===== src/rtl/iteration_uart_tx.sv =====
// iteration_uart_tx
//   Serialises one 272-bit sensor frame from the octo manager as a 36-byte
//   UART 8N1 packet: sync byte 0xA5, 34 payload bytes (MSB byte first) and
//   an XOR checksum over the payload bytes.
//
// Ports
//   clk_72MHz          in   system clock, rising edge
//   reset_n            in   asynchronous active-low reset
//   data_avl           in   frame-available level from the octo manager
//   sensor_iterations  in   272-bit frame payload, valid while data_avl=1
//   reset_parser       out  one-cycle release pulse, cycle after each frame event
//   tx                 out  serial line, idle high
//   busy               out  high while a frame is on the line
//   frame_dropped      out  one-cycle pulse when a frame arrives while busy
//   drop_count         out  saturating count of dropped frames
//
// state | meaning
// IDLE  | line idle (tx=1), waiting for a data_avl rising edge
// START | start bit (tx=0) of the current byte
// DATA  | eight data bits, LSB first
// STOP  | stop bit (tx=1); next byte follows immediately or frame ends
module iteration_uart_tx #(
  parameter int CLKS_PER_BIT = 625
) (
  input  logic         clk_72MHz,
  input  logic         reset_n,
  input  logic         data_avl,
  input  logic [271:0] sensor_iterations,
  output logic         reset_parser,
  output logic         tx,
  output logic         busy,
  output logic         frame_dropped,
  output logic [7:0]   drop_count
);

  typedef enum logic [1:0] {IDLE, START, DATA, STOP} state_t;

  localparam logic [15:0] BIT_LAST  = 16'(CLKS_PER_BIT - 1);
  localparam logic [7:0]  SYNC_BYTE = 8'hA5;
  localparam logic [5:0]  LAST_BYTE = 6'd35;

  state_t       state;
  logic         data_avl_q;
  logic [271:0] frame_q;
  logic [5:0]   byte_idx;
  logic [2:0]   bit_idx;
  logic [15:0]  clk_cnt;
  logic [7:0]   shift_q;
  logic [7:0]   chk_q;

  logic         frame_event;
  logic [5:0]   next_idx;
  logic [8:0]   next_shift;
  logic [7:0]   next_payload;
  logic [7:0]   next_byte;

  assign busy = (state != IDLE);

  // Payload byte k (1..34) sits at frame_q[279-8k -: 8]; the checksum byte
  // reuses next_byte so the STOP->START hand-off loads either one.
  always_comb begin
    frame_event  = data_avl & ~data_avl_q;
    next_idx     = byte_idx + 6'd1;
    next_shift   = 9'd272 - {next_idx, 3'b000};
    next_payload = 8'(frame_q >> next_shift);
    next_byte    = (next_idx == LAST_BYTE) ? chk_q : next_payload;
  end

  always_ff @(posedge clk_72MHz or negedge reset_n) begin
    if (!reset_n) begin
      state         <= IDLE;
      data_avl_q    <= 1'b0;
      frame_q       <= '0;
      byte_idx      <= '0;
      bit_idx       <= '0;
      clk_cnt       <= '0;
      shift_q       <= '0;
      chk_q         <= '0;
      tx            <= 1'b1;
      reset_parser  <= 1'b0;
      frame_dropped <= 1'b0;
      drop_count    <= '0;
    end else begin
      data_avl_q    <= data_avl;
      reset_parser  <= frame_event;
      frame_dropped <= frame_event && (state != IDLE);
      if (frame_event && (state != IDLE) && (drop_count != 8'hFF))
        drop_count <= drop_count + 8'd1;

      case (state)
        IDLE: begin
          tx <= 1'b1;
          if (frame_event) begin
            frame_q  <= sensor_iterations;
            state    <= START;
            tx       <= 1'b0;
            byte_idx <= '0;
            bit_idx  <= '0;
            clk_cnt  <= BIT_LAST;
            shift_q  <= SYNC_BYTE;
            chk_q    <= '0;
          end
        end

        START: begin
          if (clk_cnt == 16'd0) begin
            state   <= DATA;
            tx      <= shift_q[0];
            bit_idx <= '0;
            clk_cnt <= BIT_LAST;
          end else begin
            clk_cnt <= clk_cnt - 16'd1;
          end
        end

        DATA: begin
          if (clk_cnt == 16'd0) begin
            clk_cnt <= BIT_LAST;
            if (bit_idx == 3'd7) begin
              state <= STOP;
              tx    <= 1'b1;
            end else begin
              bit_idx <= bit_idx + 3'd1;
              shift_q <= shift_q >> 1;
              tx      <= shift_q[1];
            end
          end else begin
            clk_cnt <= clk_cnt - 16'd1;
          end
        end

        STOP: begin
          if (clk_cnt == 16'd0) begin
            if (byte_idx == LAST_BYTE) begin
              state    <= IDLE;
              tx       <= 1'b1;
              byte_idx <= '0;
            end else begin
              state    <= START;
              tx       <= 1'b0;
              byte_idx <= next_idx;
              shift_q  <= next_byte;
              clk_cnt  <= BIT_LAST;
              if (next_idx != LAST_BYTE)
                chk_q <= chk_q ^ next_payload;
            end
          end else begin
            clk_cnt <= clk_cnt - 16'd1;
          end
        end

        default: begin
          state <= IDLE;
          tx    <= 1'b1;
        end
      endcase
    end
  end

endmodule

===== config.mk =====
export PLATFORM = sky130hd
export DESIGN_NAME = iteration_uart_tx
export DESIGN_NICKNAME = d
export VERILOG_FILES = /design/src/rtl/iteration_uart_tx.sv
export SDC_FILE = /design/constraint.sdc
export NUM_CORES = 1
export LEC_CHECK = 0
export CAP_MARGIN = 20
export CORE_ASPECT_RATIO = 1.1
export CORE_MARGIN = 4
export CORE_UTILIZATION = 45
export CTS_CLUSTER_SIZE = 30
export DETAILED_ROUTE_END_ITERATION = 7
export GPL_ROUTABILITY_DRIVEN = 0
export PLACE_DENSITY = 0.7
export SYNTH_ARGS = -nofsm -noshare
export SYNTH_HDL_FRONTEND = slang
export SYNTH_SLANG_ARGS = --single-unit

===== constraint.sdc =====
create_clock -name clk_72MHz -period 4.3 [get_ports clk_72MHz]
set_clock_uncertainty 0.15 [all_clocks]
set_input_delay 1.29 -clock clk_72MHz [delete_from_list [all_inputs] [get_ports clk_72MHz]]
set_output_delay 1.29 -clock clk_72MHz [all_outputs]
set_load 0.05 [all_outputs]

==> flow_summary.toml <==
[final_layout]
area_delta_synth_final_pct = 29.9
final_common_cell = "nand2_1"
layout_common_cells = "nand2_1, dfrtp_1, clkdlybuf4s50_1"
drive_gt1_share_pct = 8.67
nNetsFinal = 2258

[yosys]
synth_cell_types = 67
synthesis.area_um2 = 15600
synthArstFlopShare_pct = 100
synth_cells = 1724
synth_edf_count = 0
synth_top_family_by_area = "simple AND/OR/NAND/NOR gates"
synth-adder-area-share_pct = 1.04
syn_avg_cell_area_um2 = 9.06
synthSimpleGateAreaFrac_pct = 27.4
yosysWarnings = 0
ys_ff_latch = 327
synth_mux_area_share_pct = 9.43
synth_seq_area_share_pct = 52.4
synth-compound-area-share_pct = 5.72
synth_ff_type = "dfrtp_1"
synth_xor_area_share_pct = 1.12
syn_nets = 2012

[grt]
grt_pass1_vias = 13300
antenna_found_initial = 1
grt_start_max_net_pins = 160
grt_usage_pct = 23.4
gr-total-overflow = 0
grt_first_pass_wirelength_um = 70500

[floorplanning]
placementRows = 71
die_y_um = 203
die_w_um = 186
core_um2 = 34200
initial_core_util_pct = 45.7
io_pins = 287
dieArea_um2 = 37800

[detailed_routing]
ant_nets = 0
first_pass_iters = 5
route.detailed.drc = 0
vias_per_cell = 5.29
wl_per_cell_um = 18.1
routed_wl_um = 44200
dr_total_vias = 12900
drtIter0Drc = 838

[pwr]
ir_worst_vdd_mv = 0.206
power_density_nw_per_um2 = 362
leakage_nw = 9.97
finalPower_mw = 7.34

[sta]
hold_violations = 0
final.min_clock_period_ns = 3.93
setup_violations = 0
fin_setup_tns_ns = 0
rsz0062_at_grt = "false"
tightest_slew_ns = 0.903
min_period_over_period_pct = 91.4
relSlewSlack_pct = 39.6
fmax_mhz = 254
drv_slew = 0

[cts]
path_clk_slew_ns = 0.06
cts_sinks = 327
clock_latency_ns = 0.52
cts_buffer_depth = 3
tritoncts = "done"
cts_made_buffers = 36
root_buffer = "clkbuf_16"
cts_setup_buffers = 0
ctsHoldBuffers = 0
htreeDepth = 2
cts-resized-gates = 0

[placed_design]
port_buffers = 286
hpwl_um = 31300

[worst_setup_path]
critical_path.max_fanout = 9
endpoint_kind = "primary output"
criticalPathCategory = "reg -> out"
critPathArrivalTime_ns = 2.49
r2r-start = "byte_idx[1]$_DFFE_PN0P_"
cp-start-kind = "flip-flop"
critPathLaunch = "state[0]$_DFFE_PN0P_"
cp_data_required_time_ns = 2.86

[min_path]
min_from = "frame_q[244]$_DFFE_PN0P_"
hold_class = "reg -> reg"

[status]
status = "completed"

[job]
maxCapViolCount = 0
==> worst paths after layout <==
path,endpoint,slack (ns),depth (start not counted)
worst max-delay path,busy,0.37,4
worst min-delay path,frame_q[244]$_DFFE_PN0P_,0.32,2
worst max register to register,chk_q[1]$_DFFE_PN0P_,0.60,8
worst min register to register,frame_q[244]$_DFFE_PN0P_,0.32,2
max in group asynchronous,frame_q[130]$_DFFE_PN0P_,2.55,2
min in group asynchronous,frame_q[221]$_DFFE_PN0P_,0.57,1
==> per-stage QoR <==
stage / setup WS, ns / instances / utilization, % / instance area, um^2 / hold slack (ns)
2_1_floorplan: 0.668 / 1724 / - / 15600 / 0.290
3_3_place_gp: 0.433 / 2369 / 55.6 / 19000 / 0.302
3_5_place_dp: 0.404 / 2369 / 55.6 / 19000 / 0.307
4_1_cts: 0.350 / 2433 / 59.3 / 20300 / 0.322
5_1_grt: 0.240 / 2435 / 59.4 / 20300 / 0.333
6_report: 0.369 / 2435 / 59.4 / 20300 / 0.318
==> routing by layer <==
metal	part of all wire (%)	global-route usage, %	vias up
li1	-	-	6155
met1	41	31.0	6268
met2	50	39.1	364
met3	5.2	4.05	94
met4	3.6	8.15	0
met5	0	0	-
==> cell type report <==
type | instances | area [um^2]
tap | 438 | 548
antenna | 1 | 2.50
fill | 2958 | 13900
inverter | 8 | 30.0
clock inverter | 13 | 185
timing repair buffer | 310 | 3220
clock buffer | 51 | 1080
sequential | 327 | 8190
multi-input combinational | 1287 | 7050
==> cells in the mapped netlist, types with 8 or more instances <==
cell | count | share of area (%)
or3_1 | 9 | 0.36
o21ai_0 | 20 | 0.64
nand2b_1 | 9 | 0.36
nor2_1 | 27 | 0.65
clkbuf_1 | 82 | 2.0
xnor2_1 | 13 | 0.73
ha_1 | 13 | 1.0
buf_2 | 13 | 0.42
a31oi_1 | 9 | 0.36
dfrtp_1 | 326 | 52
a22o_1 | 8 | 0.45
mux4_2 | 64 | 9.2
inv_1 | 8 | 0.19
nand4_1 | 17 | 0.68
o211ai_1 | 19 | 0.91
nand3_1 | 22 | 0.70
a21oi_1 | 12 | 0.38
nand2_1 | 940 | 23
nor3_1 | 8 | 0.26
==> worst max-delay path: stages, from the launching register on <==
cell,delay (ns)
dfrtp_1,0.41
inv_1,0.11
ha_1,0.36
inv_1,0.25
clkdlybuf4s50_1,0.85
==> cells by family after synthesis <==
family / Yosys count
compound gates: 119
xor+xnor: 20
fa+ha+maj: 13
buf+inv: 110
flops: 327
mux: 67
simple gates: 1068
==> registers in the layout, summed over array words and instances, names as in the netlist <==
| name | flops |
|---|---|
| reset_parser | 1 |
| byte_idx | 6 |
| state | 2 |
| clk_cnt | 16 |
| tx | 1 |
| shift_q | 8 |
| drop_count | 8 |
| data_avl_q | 1 |
| bit_idx | 3 |
| chk_q | 8 |
| frame_q | 272 |
| frame_dropped | 1 |
==> report_power, final <==
part / switching (mW) / internal, mW
combinational: 0.338 / 0.398
sequential: 0.101 / 3.24
clock: 1.27 / 2.00
total: 1.71 / 5.63
(Power assumes the default switching activity.)
==> RTL edit: new RTL, same settings <==
Re-encode `state_t` (4 states) as one-hot, 4 bits wide.
--- a/src/rtl/iteration_uart_tx.sv
+++ b/src/rtl/iteration_uart_tx.sv
@@ -33,7 +33,7 @@
   output logic [7:0]   drop_count
 );
 
-  typedef enum logic [1:0] {IDLE, START, DATA, STOP} state_t;
+  typedef enum logic [3:0] {IDLE = 4'b0001, START = 4'b0010, DATA = 4'b0100, STOP = 4'b1000} state_t;
 
   localparam logic [15:0] BIT_LAST  = 16'(CLKS_PER_BIT - 1);
   localparam logic [7:0]  SYNC_BYTE = 8'hA5;
Function: same outputs for any inputs over 4 cycles, from zero or initial values and one cycle with reset_n low; so few cycles prove little.
==> RTL edit against the unedited design <==
Sequential cell count is 2 higher; worst setup slack worse by 0.010 ns; worst hold slack is essentially flat; cell area increased by 0.44%; routed wire length hardly changed; synthesized area grew 1.6%; via count barely moved; sequential share of layout area up 0.073 points; synthesized cell count fell by 1.0%; global-route usage fell by 0.70 points; count of clock-buffer cells in the layout up 5.
Power is not compared: it rests on default switching activity, and its combinational part moved more than twofold at a synthesized area within 25%.
==> RTL edit: results (changes against the unedited design) <==
[cts]
post_cts_buffers = 0  ; unchanged
h-tree-depth = 2  ; unchanged
clk_pin_slew_ns = 0.06  ; about the same
cts.repair.resized = 0  ; unchanged
root_buffer = clkbuf_16  ; unchanged
numCtsBuffers = 36  ; unchanged
clk-insertion-delay-late_ns = 0.52  ; about the same
clock_path_buffers = 3  ; unchanged

[synth]
syn_nets = 1988  ; was 2,012
ys.flop_type = dfrtp_1  ; unchanged
async_flop_share = 1.00  ; unchanged
synth_cell_types = 69  ; was 67
synth_common_cells = 865 x nand2_1, 327 x dfrtp_1, 74 x clkbuf_1, 64 x mux4_2, 52 x nor2_1  ; was 940 x nand2_1, 326 x dfrtp_1, 82 x clkbuf_1, 64 x mux4_2, 27 x nor2_1
synth_warnings = 0  ; unchanged
synth_seq_area_share = 0.518  ; was 0.524
synth_top_cells_by_area = dfrtp_1 52%, nand2_1 20%, mux4_2 9.1%  ; was dfrtp_1 52%, nand2_1 23%, mux4_2 9.2%

[grt]
antenna_found_initial = 1  ; unchanged
grt_pass1_vias = 13200  ; was 13.3k
track_usage = 0.227  ; was 0.234
grt_max_degree = 118  ; was 160
grt_first_pass_wirelength_mm = 69.8  ; was 70.5 mm

[cells_and_area]
largest_registers = frame_q x272, clk_cnt x16  ; unchanged
layout-drive-gt1-share = 0.0999  ; was 0.0867
fillers = 2900  ; was 2,958
nNetsFinal = 2235  ; was 2,258

[pwr]
ir_worst_vdd_v = 0.000476
power_leakage_nw = 9.70

[worst_hold_path]
hold_path_depth = 2  ; unchanged
worstHoldPathType = flop to flop  ; unchanged

[critical_path]
slowest_stage = clkdlybuf4s50_1  ; unchanged
cp_slowest_stage_delay_ns = 0.75  ; was 0.85 ns
cp_max_fo = 10  ; was 9
crit_family = buffers and inverters  ; unchanged
worst_ep_arrival_time_ns = 2.50
reg2reg_depth = 11  ; was 8

[placement]
dpl.hpwl_mm = 32.0  ; was 31.3 mm
portBuffers = 286  ; unchanged

[drt]
drtIter0Drc = 982  ; was 838
wirelength_mm = 44.2  ; about the same
viasPerCell = 5.32  ; was 5.29
firstDrtPassIters = 5  ; unchanged

[timing]
worst_slew_pin_slew_ns = 0.767  ; was 0.903 ns

[run_status]
outcome = finished, final reports clean  ; unchanged

==> RTL edit: cells by family after synthesis <==
kind of cell               after synthesis  share of synthesized area
muxes                                  115                      0.124
xor gates and xnor gates                27                     0.0154
and+or+nand+nor                       1007                      0.258
DFF                                    329                      0.518
buffers and inverters                  113                     0.0308
AOI/OAI and AO/OA                      108                     0.0477
adders and majority gates                7                    0.00551
==> RTL edit: cell type report <==
class	instances	area, um2	share of cell area
Timing Repair Buffer	313	3190	0.156
Sequential cell	329	8240	0.404
Clock inverter	10	85.1	0.00417
Tap cell	438	548	0.0269
Antenna cell	2	5.00	0.000245
Inverter	9	33.8	0.00166
Clock buffer	56	1090	0.0533
Multi-Input combinational cell	1264	7210	0.353
==> RTL edit: stage by stage <==
step | setup slack, ns | area, um2 | total power [W] | hold WS (ns) | instances
after floorplan | 0.969 | 15900 | 0.0105 | 0.290 | 1706
after global placement | 0.537 | 19200 | 0.0125 | 0.302 | 2352
after detailed placement | 0.445 | 19200 | 0.0127 | 0.307 | 2352
after CTS | 0.342 | 20400 | 0.0158 | 0.321 | 2418
after global routing | 0.245 | 20400 | 0.0169 | 0.326 | 2420
final | 0.358 | 20400 | 0.0158 | 0.318 | 2421
==> RTL edit: report_power, final <==
group,internal [W],total [W],switching (W)
Sequential,0.00443,0.00525,0.000819
Clock,0.00181,0.00304,0.00124
Combinational,0.00331,0.00753,0.00422
==> RTL edit: final timing paths <==
check,startpoint,end,slack [ns]
worst max-delay path,state[0]$_DFFE_PN1P_,busy,0.36
worst min-delay path,frame_q[107]$_DFFE_PN0P_,frame_q[107]$_DFFE_PN0P_,0.32
worst max register to register,byte_idx[0]$_DFFE_PN0P_,shift_q[1]$_DFFE_PN0P_,0.76
worst min register to register,frame_q[107]$_DFFE_PN0P_,frame_q[107]$_DFFE_PN0P_,0.32
max in group asynchronous,reset_n,byte_idx[0]$_DFFE_PN0P_,2.37
min in group asynchronous,reset_n,frame_q[3]$_DFFE_PN0P_,0.63
==> RTL edit: tightest hold or removal path: stages (launching register included) <==
cell and delay [ns]:
dfrtp_1 0.33, nand2_1 0.05, nand2_1 0.05
==> RTL edit: per-layer routing <==
metal | vias up | GRT usage | part of all wire
met2 | 388 | 0.377 | 0.49
li1 | 6120 | - | -
met5 | - | 0 | 0
met4 | 0 | 0.0814 | 0.033
met3 | 79 | 0.0424 | 0.060
met1 | 6295 | 0.301 | 0.42
